$ cat src/rtl/uart_rx_core_pkg.sv
// Shared UART types and constants.
// Used by the receive engine and its sibling blocks.
package uart_pkg;

  typedef enum logic [2:0] {
    IDLE,
    START,
    DATA,
    STOP,
    WAIT_IDLE
  } rx_state_t;

  localparam int UART_CLKS_PER_BIT_9600 = 10416;
  localparam int UART_DATA_BITS = 8;

endpackage

$ cat src/rtl/uart_rx_core_if.sv
// Byte handshake and status bundle between the
// receive engine and the register block.
interface uart_rx_core_if;
  import uart_pkg::*;

  logic [UART_DATA_BITS-1:0] rx_data;
  logic rx_valid;
  logic rx_ready;
  logic frame_err;
  logic overrun_err;
  logic rx_busy;

  modport master (
    output rx_data,
    output rx_valid,
    output frame_err,
    output overrun_err,
    output rx_busy,
    input  rx_ready
  );

  modport slave (
    input  rx_data,
    input  rx_valid,
    input  frame_err,
    input  overrun_err,
    input  rx_busy,
    output rx_ready
  );

endinterface

$ cat src/rtl/uart_rx_core_sync2.sv
// Two-flop synchronizer for asynchronous pins,
// with a selectable reset level.
module uart_sync2 #(
  parameter logic RST_VAL = 1'b1
) (
  input  logic clk_i,
  input  logic rst_i,
  input  logic d_i,
  output logic q_o
);

  logic meta_q;
  logic sync_q;

  always_ff @(posedge clk_i or posedge rst_i) begin
    if (rst_i) begin
      meta_q <= RST_VAL;
      sync_q <= RST_VAL;
    end else begin
      meta_q <= d_i;
      sync_q <= meta_q;
    end
  end

  assign q_o = sync_q;

endmodule

$ cat src/rtl/uart_rx_core.sv
// 8N1 receive engine: mid-bit sampling of the
// synchronized pin, byte handoff over valid/ready.
module uart_rx_core
  import uart_pkg::*;
#(
  parameter int CLKS_PER_BIT = UART_CLKS_PER_BIT_9600
) (
  input  logic pClk,
  input  logic pReset,
  input  logic RxD,
  uart_rx_core_if.master rx
);

  localparam int CW = $clog2(CLKS_PER_BIT);
  localparam int DW = UART_DATA_BITS;
  localparam logic [CW-1:0] HALF_M1 =
    CW'(CLKS_PER_BIT / 2 - 1);
  localparam logic [CW-1:0] FULL_M1 =
    CW'(CLKS_PER_BIT - 1);
  localparam logic [2:0] LAST_IDX = 3'(DW - 1);

  if (CLKS_PER_BIT < 4) begin : g_bad_cpb
    $error("CLKS_PER_BIT must be at least 4");
  end

  logic rxd_s;

  uart_sync2 #(
    .RST_VAL(1'b1)
  ) u_sync (
    .clk_i(pClk),
    .rst_i(pReset),
    .d_i  (RxD),
    .q_o  (rxd_s)
  );

  rx_state_t state_q, state_d;
  logic [CW-1:0] cnt_q, cnt_d;
  logic [2:0] idx_q, idx_d;
  logic [DW-1:0] shift_q, shift_d;
  logic [DW-1:0] data_q, data_d;
  logic valid_q, valid_d;
  logic ferr_q, ferr_d;
  logic ovr_q, ovr_d;
  logic deliver;
  logic tick_half;
  logic tick_full;

  assign tick_half = (cnt_q == HALF_M1);
  assign tick_full = (cnt_q == FULL_M1);

  always_ff @(posedge pClk or posedge pReset) begin
    if (pReset) begin
      state_q <= IDLE;
      cnt_q   <= '0;
      idx_q   <= '0;
      shift_q <= '0;
      data_q  <= '0;
      valid_q <= 1'b0;
      ferr_q  <= 1'b0;
      ovr_q   <= 1'b0;
    end else begin
      state_q <= state_d;
      cnt_q   <= cnt_d;
      idx_q   <= idx_d;
      shift_q <= shift_d;
      data_q  <= data_d;
      valid_q <= valid_d;
      ferr_q  <= ferr_d;
      ovr_q   <= ovr_d;
    end
  end

  always_comb begin
    state_d = state_q;
    cnt_d   = cnt_q + 1'b1;
    idx_d   = idx_q;
    shift_d = shift_q;
    data_d  = data_q;
    valid_d = valid_q;
    ferr_d  = 1'b0;
    ovr_d   = 1'b0;
    deliver = 1'b0;

    unique case (state_q)
      IDLE: begin
        if (!rxd_s) state_d = START;
      end
      START: begin
        if (tick_half) begin
          if (rxd_s) begin
            state_d = IDLE;
          end else begin
            state_d = DATA;
            idx_d   = '0;
          end
        end
      end
      DATA: begin
        if (tick_full) begin
          shift_d[idx_q] = rxd_s;
          // each sample restarts the bit period
          cnt_d = '0;
          if (idx_q == LAST_IDX) begin
            state_d = STOP;
          end else begin
            idx_d = idx_q + 3'd1;
          end
        end
      end
      STOP: begin
        if (tick_full) begin
          if (rxd_s) begin
            deliver = 1'b1;
            state_d = IDLE;
          end else begin
            ferr_d  = 1'b1;
            state_d = WAIT_IDLE;
          end
        end
      end
      WAIT_IDLE: begin
        if (rxd_s) state_d = IDLE;
      end
      default: begin
        state_d = IDLE;
      end
    endcase

    if (state_d != state_q) cnt_d = '0;

    // a same-cycle accept frees the slot
    if (deliver) begin
      if (!valid_q || rx.rx_ready) begin
        data_d  = shift_q;
        valid_d = 1'b1;
      end else begin
        ovr_d = 1'b1;
      end
    end else if (valid_q && rx.rx_ready) begin
      valid_d = 1'b0;
    end
  end

  assign rx.rx_data     = data_q;
  assign rx.rx_valid    = valid_q;
  assign rx.frame_err   = ferr_q;
  assign rx.overrun_err = ovr_q;
  assign rx.rx_busy     = (state_q != IDLE);

endmodule

$ cat src/flat_wrapper.sv
// flat-port wrapper written by rule: the top's interface ports become plain ports
module uart_rx_core_flat import uart_pkg::*;
#(
  parameter int CLKS_PER_BIT = UART_CLKS_PER_BIT_9600
)
  (pClk, pReset, RxD, rx_rx_data, rx_rx_valid, rx_frame_err, rx_overrun_err, rx_rx_busy, rx_rx_ready);
  uart_rx_core_if rx_i ();
  input  logic pClk;
  input  logic pReset;
  input  logic RxD;
  output wire logic [$bits(rx_i.rx_data)-1:0] rx_rx_data;
  output wire logic [$bits(rx_i.rx_valid)-1:0] rx_rx_valid;
  output wire logic [$bits(rx_i.frame_err)-1:0] rx_frame_err;
  output wire logic [$bits(rx_i.overrun_err)-1:0] rx_overrun_err;
  output wire logic [$bits(rx_i.rx_busy)-1:0] rx_rx_busy;
  input wire logic [$bits(rx_i.rx_ready)-1:0] rx_rx_ready;
  assign rx_rx_data = rx_i.rx_data;
  assign rx_rx_valid = rx_i.rx_valid;
  assign rx_frame_err = rx_i.frame_err;
  assign rx_overrun_err = rx_i.overrun_err;
  assign rx_rx_busy = rx_i.rx_busy;
  assign rx_i.rx_ready = rx_rx_ready;
  uart_rx_core #(.CLKS_PER_BIT(CLKS_PER_BIT)) u_core (.pClk(pClk), .pReset(pReset), .RxD(RxD), .rx(rx_i));
endmodule
$ cat config.mk
export PLATFORM = sky130hd
export DESIGN_NAME = uart_rx_core_flat
export DESIGN_NICKNAME = d
export VERILOG_FILES = /design/src/rtl/uart_rx_core_pkg.sv /design/src/rtl/uart_rx_core_if.sv /design/src/rtl/uart_rx_core_sync2.sv /design/src/rtl/uart_rx_core.sv /design/src/flat_wrapper.sv
export SDC_FILE = /design/constraint.sdc
export NUM_CORES = 1
export LEC_CHECK = 0
export BUFFER_PORTS_ARGS = -buffer_cell sky130_fd_sc_hd__buf_2
export CORE_MARGIN = 3
export CORE_UTILIZATION = 58
export DETAILED_ROUTE_END_ITERATION = 16
export PLACE_DENSITY = 0.83
export SLEW_MARGIN = 40
export SYNTH_ARGS = -nofsm -noshare
export SYNTH_HDL_FRONTEND = slang
export SYNTH_SLANG_ARGS = --single-unit
$ cat constraint.sdc
create_clock -name pClk -period 3.13 [get_ports pClk]
set_input_delay 0.313 -clock pClk [delete_from_list [all_inputs] [get_ports pClk]]
set_output_delay 0.313 -clock pClk [all_outputs]
set_load 0.05 [all_outputs]
==> results.md, run 1 <==
* Num CTS Buffers at 5
* Via count at 1365
* Post-layout min period at 2.664 ns
* CTS tree: built
* Rows at 20
* Max clock buf depth at 2
* Die area at 4124 um^2
* Worst setup margin at 0.4663 ns
* # H-tree levels at 2
* Post-synth EDFFs at 0
* Clk root buf: clkbuf_4
* DR vias/cell at 5.884
* Critical path fanouts, max at 10
* Drt pass-1 iters at 4
* Arr. time, crit path at 2.91 ns
* Initial antenna violation count at 0
* Most common cell in the netlist: dfrtp_1
* GRT Total Usage at 20.31%
* Clock Power Share at 43.7%
* Yosys warns at 0
* Most frequent cells after synthesis: 39 x dfrtp_1, 17 x mux2_2, 14 x nor2_1
* Req. time, crit path at 3.38 ns
* Fraction of layout instances using a drive strength above 1 at 29.26%
* Top post-synthesis cells by area: dfrtp_1 50%, mux2_2 9.7%, dfstp_2 2.7%
* Gate power share at 1.5%
* Starting Density at 62.34%
* Layout area overhead at 9.866%
* Sw Ratio at 19.32%
* Post-CTS Repair Setup Buffers at 0
* Async S/R FF share, synth at 100.0%
* # nets final at 194
* FILL cells at 243
* Slew @ Worst Pin at 0.6048 ns
* Initial DRC count at 97
* Total Wirelength at 3624 um
* Pre-CTS WS at 0.5101 ns
* Port Buf Inserts at 15
* #FFs+latches synth at 41
* Worst-path clk slew at 0.13 ns
* Sequential fraction of the synthesis area at 52.32%
* Chip Width at 64.22 um
* RSZ-0062 raised after global routing: no
* Final setup viols at 0
* Rel. slew slack at 59.31%
* Hold Vio Cnt, Final at 0
* Crit end category: flip-flop
* Worst-skew pair later-pin latency at 0.34 ns
* Largest net degree at the start of global routing at 42
* Syn Inst Count at 171
* Io pins at 16
* Synth area leader: dfrtp_1
* CTS Sinks at 41
* Setup Crit Path Kind: reg -> reg
* Routed length per instance at 15.62 um
* Syn Nets at 178
* Netlist cell types at 39
* Status: finished clean
* Final ANT Viol Nets at 0
* Worst hold path class: in -> reg
* Ant diodes at 0
* Gp weighted congestion at 0.8953
* HPWL Detailed at 2489 um
* Max-Cap Viols at 0
* Post-Route Skew at 0.01438 ns
* Share of power burned in registers at 54.8%
* Internal power at 786.8 uW
* Chip height at 64.22 um
* Cts repair resizes at 0
* Pwr/cell area at 451.5 nW/um^2
* Switching power at 188.4 uW
* Syn avg cell area at 11.49 um^2
* Global route overflow at 0
* Maximum clock rate at 0.3754 GHz
* VDD IR max at 0.3008 mV
* Core box area at 3153 um^2
* Max Slew Vio Count at 0
* Final period util at 85.10%
* Synth Flop Type: dfrtp_1
* First-pass GRT wire length at 6575 um
* Synthesized cell area at 1966 um^2
* Startpoint types: flip-flop
* Setup TNS at 0 ns
* Internal reg-to-reg setup slack at 0.47 ns
* Hold Buf Count CTS at 0
* Detailed-route DRC error count at 0
* P_leak at 0.001041 uW
* Number of global-route vias before repair at 1408
* Top-area cell type share of the netlist area at 49.65%
[per-stage QoR]
| step | instance area (um^2) | util (%) | hold slack, ns | cells | power (uW) |
|---|---|---|---|---|---|
| floorplan | 1966 | - | 0.3175 | 171 | 553.7 |
| global placement | 2053 | 65.12 | 0.3457 | 224 | 559.4 |
| detailed placement | 2053 | 65.12 | 0.3484 | 224 | 560.1 |
| CTS | 2160 | 68.49 | 0.04615 | 232 | 982.6 |
| global route | 2160 | 68.49 | 0.01750 | 232 | 1017 |
| finish | 2160 | 68.49 | 0.05040 | 232 | 975.1 |
[cell usage in the layout (no fill, tap or decap), types with 6 or more instances in the layout]
cell and instances:
buf_2 15, nor4_1 6, xor2_1 6, nand2_1 12
nand4_1 8, mux2_2 17, nand3_1 7, xnor2_1 6
nor2_1 14, dfrtp_1 39, nor3_1 10
[cells by family (layout without fill, tap and decap cells)]
| group | count (synthesis) | after routing | share of synthesized area, % |
|---|---|---|---|
| AND/OR/NAND/NOR | 74 | 74 | 21.96 |
| XOR/XNOR | 12 | 12 | 5.347 |
| flip-flops | 41 | 41 | 52.32 |
| AO/OA/AOI/OAI | 9 | 9 | 3.820 |
| adder cells (fa/ha/maj) | 3 | 3 | 1.910 |
| multiplexers | 19 | 19 | 10.76 |
| buffers and inverters | 13 | 30 | 3.883 |
[state kept, by name, summed over array words and instances (netlist names)]
| signal | flops |
|---|---|
| u_core.rx.frame_err | 1 |
| u_core.u_sync.q_o | 1 |
| u_core.state_q | 3 |
| u_core.idx_q | 3 |
| u_core.rx.overrun_err | 1 |
| u_core.cnt_q | 14 |
| u_core.rx.rx_data | 8 |
| u_core.u_sync.meta_q | 1 |
| u_core.shift_q | 8 |
| u_core.rx.rx_valid | 1 |
[final cells by class]
| cell class | count | area, um^2 | area share, % |
|---|---|---|---|
| Inverter | 5 | 18.77 | 0.8691 |
| Sequential cell | 41 | 1028 | 47.62 |
| Multi-Input combinational cell | 117 | 860.8 | 39.86 |
| Timing Repair Buffer | 17 | 90.09 | 4.171 |
| Clock inverter | 3 | 68.82 | 3.187 |
| Clock buffer | 5 | 37.54 | 1.738 |
| Tap cell | 44 | 55.05 | 2.549 |
[path summary, 6_finish.rpt]
check	startpoint	endpoint	depth (start not counted)
max in group asynchronous	pReset	u_core.u_sync.meta_q	3
worst min register to register	u_core.u_sync.meta_q	u_core.u_sync.q_o	0
min in group asynchronous	pReset	u_core.state_q[2]	3
worst max register to register	u_core.cnt_q[6]	u_core.shift_q[4]	5
worst max-delay path	u_core.cnt_q[6]	u_core.shift_q[4]	5
worst min-delay path	RxD	u_core.u_sync.meta_q	1
[power groups by stage]
stage | logic (uW) | clock network (uW) | registers (uW)
floorplan | 11.0 | 0 | 543
global placement | 14.8 | 0 | 545
detailed placement | 15.4 | 0 | 545
CTS | 15.4 | 433 | 535
global route | 17.2 | 464 | 535
finish | 14.7 | 426 | 535
[worst max-delay path, cell delays in order (launching register included)]
cell and delay (ns):
dfrtp_1 0.47, or4b_4 0.55, nor4_4 0.55, nand2_1 0.25, nor4_1 0.37, mux2_2 0.38
[per-layer routing]
layer / GRT usage [%] / up-vias / share of wire, %
met5: 0 / - / 0
met3: 5.624 / 7 / 3.9
met2: 32.39 / 37 / 52
met4: 5.805 / 0 / 1.1
met1: 27.16 / 677 / 43
li1: - / 644 / -
Power figures use the tool's default switching activity.
==> run 2, diff against run 1 <==
--- a/config.mk
+++ b/config.mk
@@ -6,11 +6,12 @@
 export NUM_CORES = 1
 export LEC_CHECK = 0
 export BUFFER_PORTS_ARGS = -buffer_cell sky130_fd_sc_hd__buf_2
-export CORE_MARGIN = 3
-export CORE_UTILIZATION = 58
+export CORE_UTILIZATION = 59
+export CTS_CLUSTER_DIAMETER = 150
 export DETAILED_ROUTE_END_ITERATION = 16
-export PLACE_DENSITY = 0.83
+export PLACE_DENSITY = 0.84
 export SLEW_MARGIN = 40
 export SYNTH_ARGS = -nofsm -noshare
 export SYNTH_HDL_FRONTEND = slang
+export SYNTH_HIERARCHICAL = 1
 export SYNTH_SLANG_ARGS = --single-unit
==> run 2 against run 1 <==
  * Hold slack got worse by 0.0045 ns
  * Power is 14% lower
  * Largest cell class unchanged
  * Utilization is 1.0 points lower
  * Combinational power about the same
  * Fmax rose by 30%
  * Final cell count rose by 2.6%
  * Via count increased by 4.2%
  * First-iteration DRC count is 24% lower
  * Global-route usage rose by 1.9 points
  * Non-clock buffer count did not move
  * Clock skew is 0.0074 ns lower
==> results.md, run 2 <==
* Clk root buf: clkbuf_4
* Maximum clock rate at 0.4878 GHz (+30%)
* Worst-path clk slew at 0.11 ns (-0.02 ns)
* DR vias/cell at 5.975 (+1.5%)
* Startpoint types: flip-flop
* Worst hold path class: in -> reg
* FF-to-FF path depth at 6 (+1)
* Port Buf Inserts at 15 (unchanged)
* Hold Vio Cnt, Final at 0 (unchanged)
* Chip Width at 61.35 um (-4.5%)
* Starting Density at 61.79% (-0.55 points)
* Most frequent cells in the layout: 39 x dfrtp_1, 16 x mux2_1, 15 x buf_2
* Syn avg cell area at 12.08 um^2 (+5.1%)
* Netlist cell types at 45 (+15%)
* Hold Path Depth at 1 (unchanged)
* Via count at 1422 (+4.2%)
* Worst path slowest cell: nand2_1
* Initial DRC count at 74 (-24%)
* Top post-synthesis cells by area: dfrtp_1 47%, mux2_1 8.7%, nor4b_4 3.4%
* RSZ-0062 raised after global routing: no
* Synthesized cell area at 2078 um^2 (+5.7%)
* Fraction of layout instances using a drive strength above 1 at 21.88% (-7.4 points)
* Reg with most FFs: u_core/cnt_q
* Max-Cap Viols at 0 (unchanged)
* Syn Inst Count at 172 (+0.58%)
* #FFs+latches synth at 41 (unchanged)
* Critical path fanouts, max at 14 (+4)
* Final setup viols at 0 (unchanged)
* Reg2reg end: u_core/cnt_q[8]
* Crit-path cells: ha_1 > nor3b_1 > nand4_1 > or2_1 > nand2_1 > nor3_1
* Sequential fraction of the synthesis area at 49.49% (-2.8 points)
* Fin util at 67.49% (-1.0 points)
* Gp weighted congestion at 0.8595 (-4.0%)
* Reg2reg start: u_core/cnt_q[0]
* Pwr/cell area at 371.1 nW/um^2 (-18%)
* Detailed-route DRC error count at 0 (unchanged)
* Io pins at 16 (unchanged)
* Total Wirelength at 3590 um (-0.94%)
* Synth area leader: dfrtp_1
* Async S/R FF share, synth at 100.0% (unchanged)
* Setup Crit Path Kind: reg -> reg
* Final period util at 65.50% (-20 points)
* Rel. slew slack at 60.95% (+1.6 points)
* Commonest non-fill, non-tap cell in the layout: dfrtp_1
* Number of global-route vias before repair at 1331 (-5.5%)
* Max FFs per register at 14 (unchanged)
* Top-area cell type share of the netlist area at 46.96% (-2.7 points)
* Initial antenna violation count at 0 (unchanged)
* HPWL Detailed at 2459 um (-1.2%)
* Post-synth EDFFs at 0 (unchanged)
* First-pass GRT wire length at 5954 um (-9.4%)
* FILL cells at 262 (+7.8%)
* Most frequent cells after synthesis: 39 x dfrtp_1, 16 x mux2_1, 11 x nand2_1
* Core box area at 3363 um^2 (+6.7%)
* Die area at 3764 um^2 (-8.7%)
* Internal reg-to-reg setup slack at 1.08 ns (+0.61 ns)
* HP Start: RxD
* Post-layout min period at 2.050 ns (-0.6136 ns)
* WHS Endpoint: u_core/u_sync/meta_q
* Routed length per instance at 15.08 um (-3.4%)
* Crit path largest cell delay at 0.45 ns (-0.10 ns)
* Global route overflow at 0 (unchanged)
* P_leak at 0.001064 uW (+2.2%)
* Ant diodes at 0 (unchanged)
* Rows at 21 (+5.0%)
* Post-Route Skew at 0.006931 ns (-0.007450 ns)
* # nets final at 198 (+2.1%)
* GRT Total Usage at 22.17% (+1.9 points)
* Layout area overhead at 9.211%
* Worst-skew pair later-pin latency at 0.35 ns (about the same)
* Yosys warns at 6 (+6)
* Chip height at 61.35 um (-4.5%)
* Most common cell in the netlist: dfrtp_1
* VDD IR max at 0.2566 mV (-15%)
* Syn Nets at 179 (+0.56%)
* Max clock buf depth at 2 (unchanged)
* Arr. time, crit path at 2.26 ns (-0.65 ns)
* Drt pass-1 iters at 4 (unchanged)
* CTS tree: built
* Final ANT Viol Nets at 0 (unchanged)
* # H-tree levels at 2 (unchanged)
* Slew @ Worst Pin at 0.5843 ns (-0.02047 ns)
* CTS Sinks at 41 (unchanged)
* Post-CTS Repair Setup Buffers at 0 (unchanged)
* Crit end category: flip-flop
* Num CTS Buffers at 5 (unchanged)
* Buf/Inv on CP at 0 (unchanged)
* Req. time, crit path at 3.34 ns (-0.04 ns)
* Delay-heaviest family, CP: simple AND/OR/NAND/NOR gates
* Max Slew Vio Count at 0 (unchanged)
* Largest net degree at the start of global routing at 40 (-4.8%)
* Status: finished clean
* Setup TNS at 0 ns (unchanged)
* Synth Flop Type: dfrtp_1
## run 2: per-layer routing
layer / track usage [%] / routed length [um] / vias to the layer above
met2: 36.02 / 1781 / 25
met1: 27.46 / 1617 / 722
li1: - / - / 668
met5: 0 / 0 / -
met3: 6.723 / 123 / 7
met4: 9.841 / 67 / 0
## run 2: how the worst max path moves through the flow
stage / from / end / slack [ns] / cells after the start
after floorplan: u_core/cnt_q[6] / u_core/shift_q[4] / 1.32 / 5
after global placement: u_core/cnt_q[6] / u_core/shift_q[4] / 1.17 / 5
after detailed placement: u_core/cnt_q[0] / u_core/cnt_q[13] / 1.11 / 6
after CTS: u_core/cnt_q[0] / u_core/cnt_q[9] / 1.09 / 6
after global routing: u_core/cnt_q[0] / u_core/cnt_q[9] / 0.92 / 6
final: u_core/cnt_q[0] / u_core/cnt_q[8] / 1.08 / 6
## run 2: metrics by stage
step                      hold WS [ns]  power (uW)  std cells  setup slack [ns]  instance area [um^2]
final                          0.04594       842.2        238             1.080                  2270
after global routing           0.02586       880.4        238            0.9152                  2270
after CTS                      0.02879       856.0        238             1.085                  2270
after detailed placement        0.3488       559.8        229             1.110                  2190
after global placement          0.3389       558.9        229             1.166                  2190
after floorplan                 0.2245       553.5        172             1.321                  2078
## run 2: logic make-up (layout without fill, tap and decap cells)
logic type,Yosys count,in the layout,share of synthesized area (%)
xor gates and xnor gates,12,12,5.057
AOI/OAI and AO/OA,12,12,4.696
muxes,16,16,8.669
DFF,41,41,49.49
and+or+nand+nor,76,76,27.64
buffers and inverters,12,32,2.648
adders and majority gates,3,3,1.806
## run 2: cell type report
type	instances	area (um^2)	share of cell area [%]
clock buffers	7	65.06	2.867
clock inverters	1	5.005	0.2205
inverters	7	26.28	1.158
multi-input cells	119	994.7	43.83
flip-flops and latches	41	1028	45.31
well taps	46	57.56	2.536
repair buffers	17	92.59	4.079
## run 2: worst register-to-register path, cell delays in order, from the launching register on
cell and delay (ns):
dfrtp_1 0.43, ha_1 0.24, nor3b_1 0.21, nand4_1 0.16, or2_1 0.28, nand2_1 0.45
nor3_1 0.14
## run 2: report_power, final
group          switching (uW)  internal, uW  leakage, uW
sequential               3.31           532     0.000551
clock                     162           130    0.0000413
combinational            11.0          3.79     0.000471
total                     176           666      0.00106
## run 2: timing repair
action,CTS,global route
endpoints found under the hold margin,2,0
hold buffers,1,0
gates resized for setup,0,0
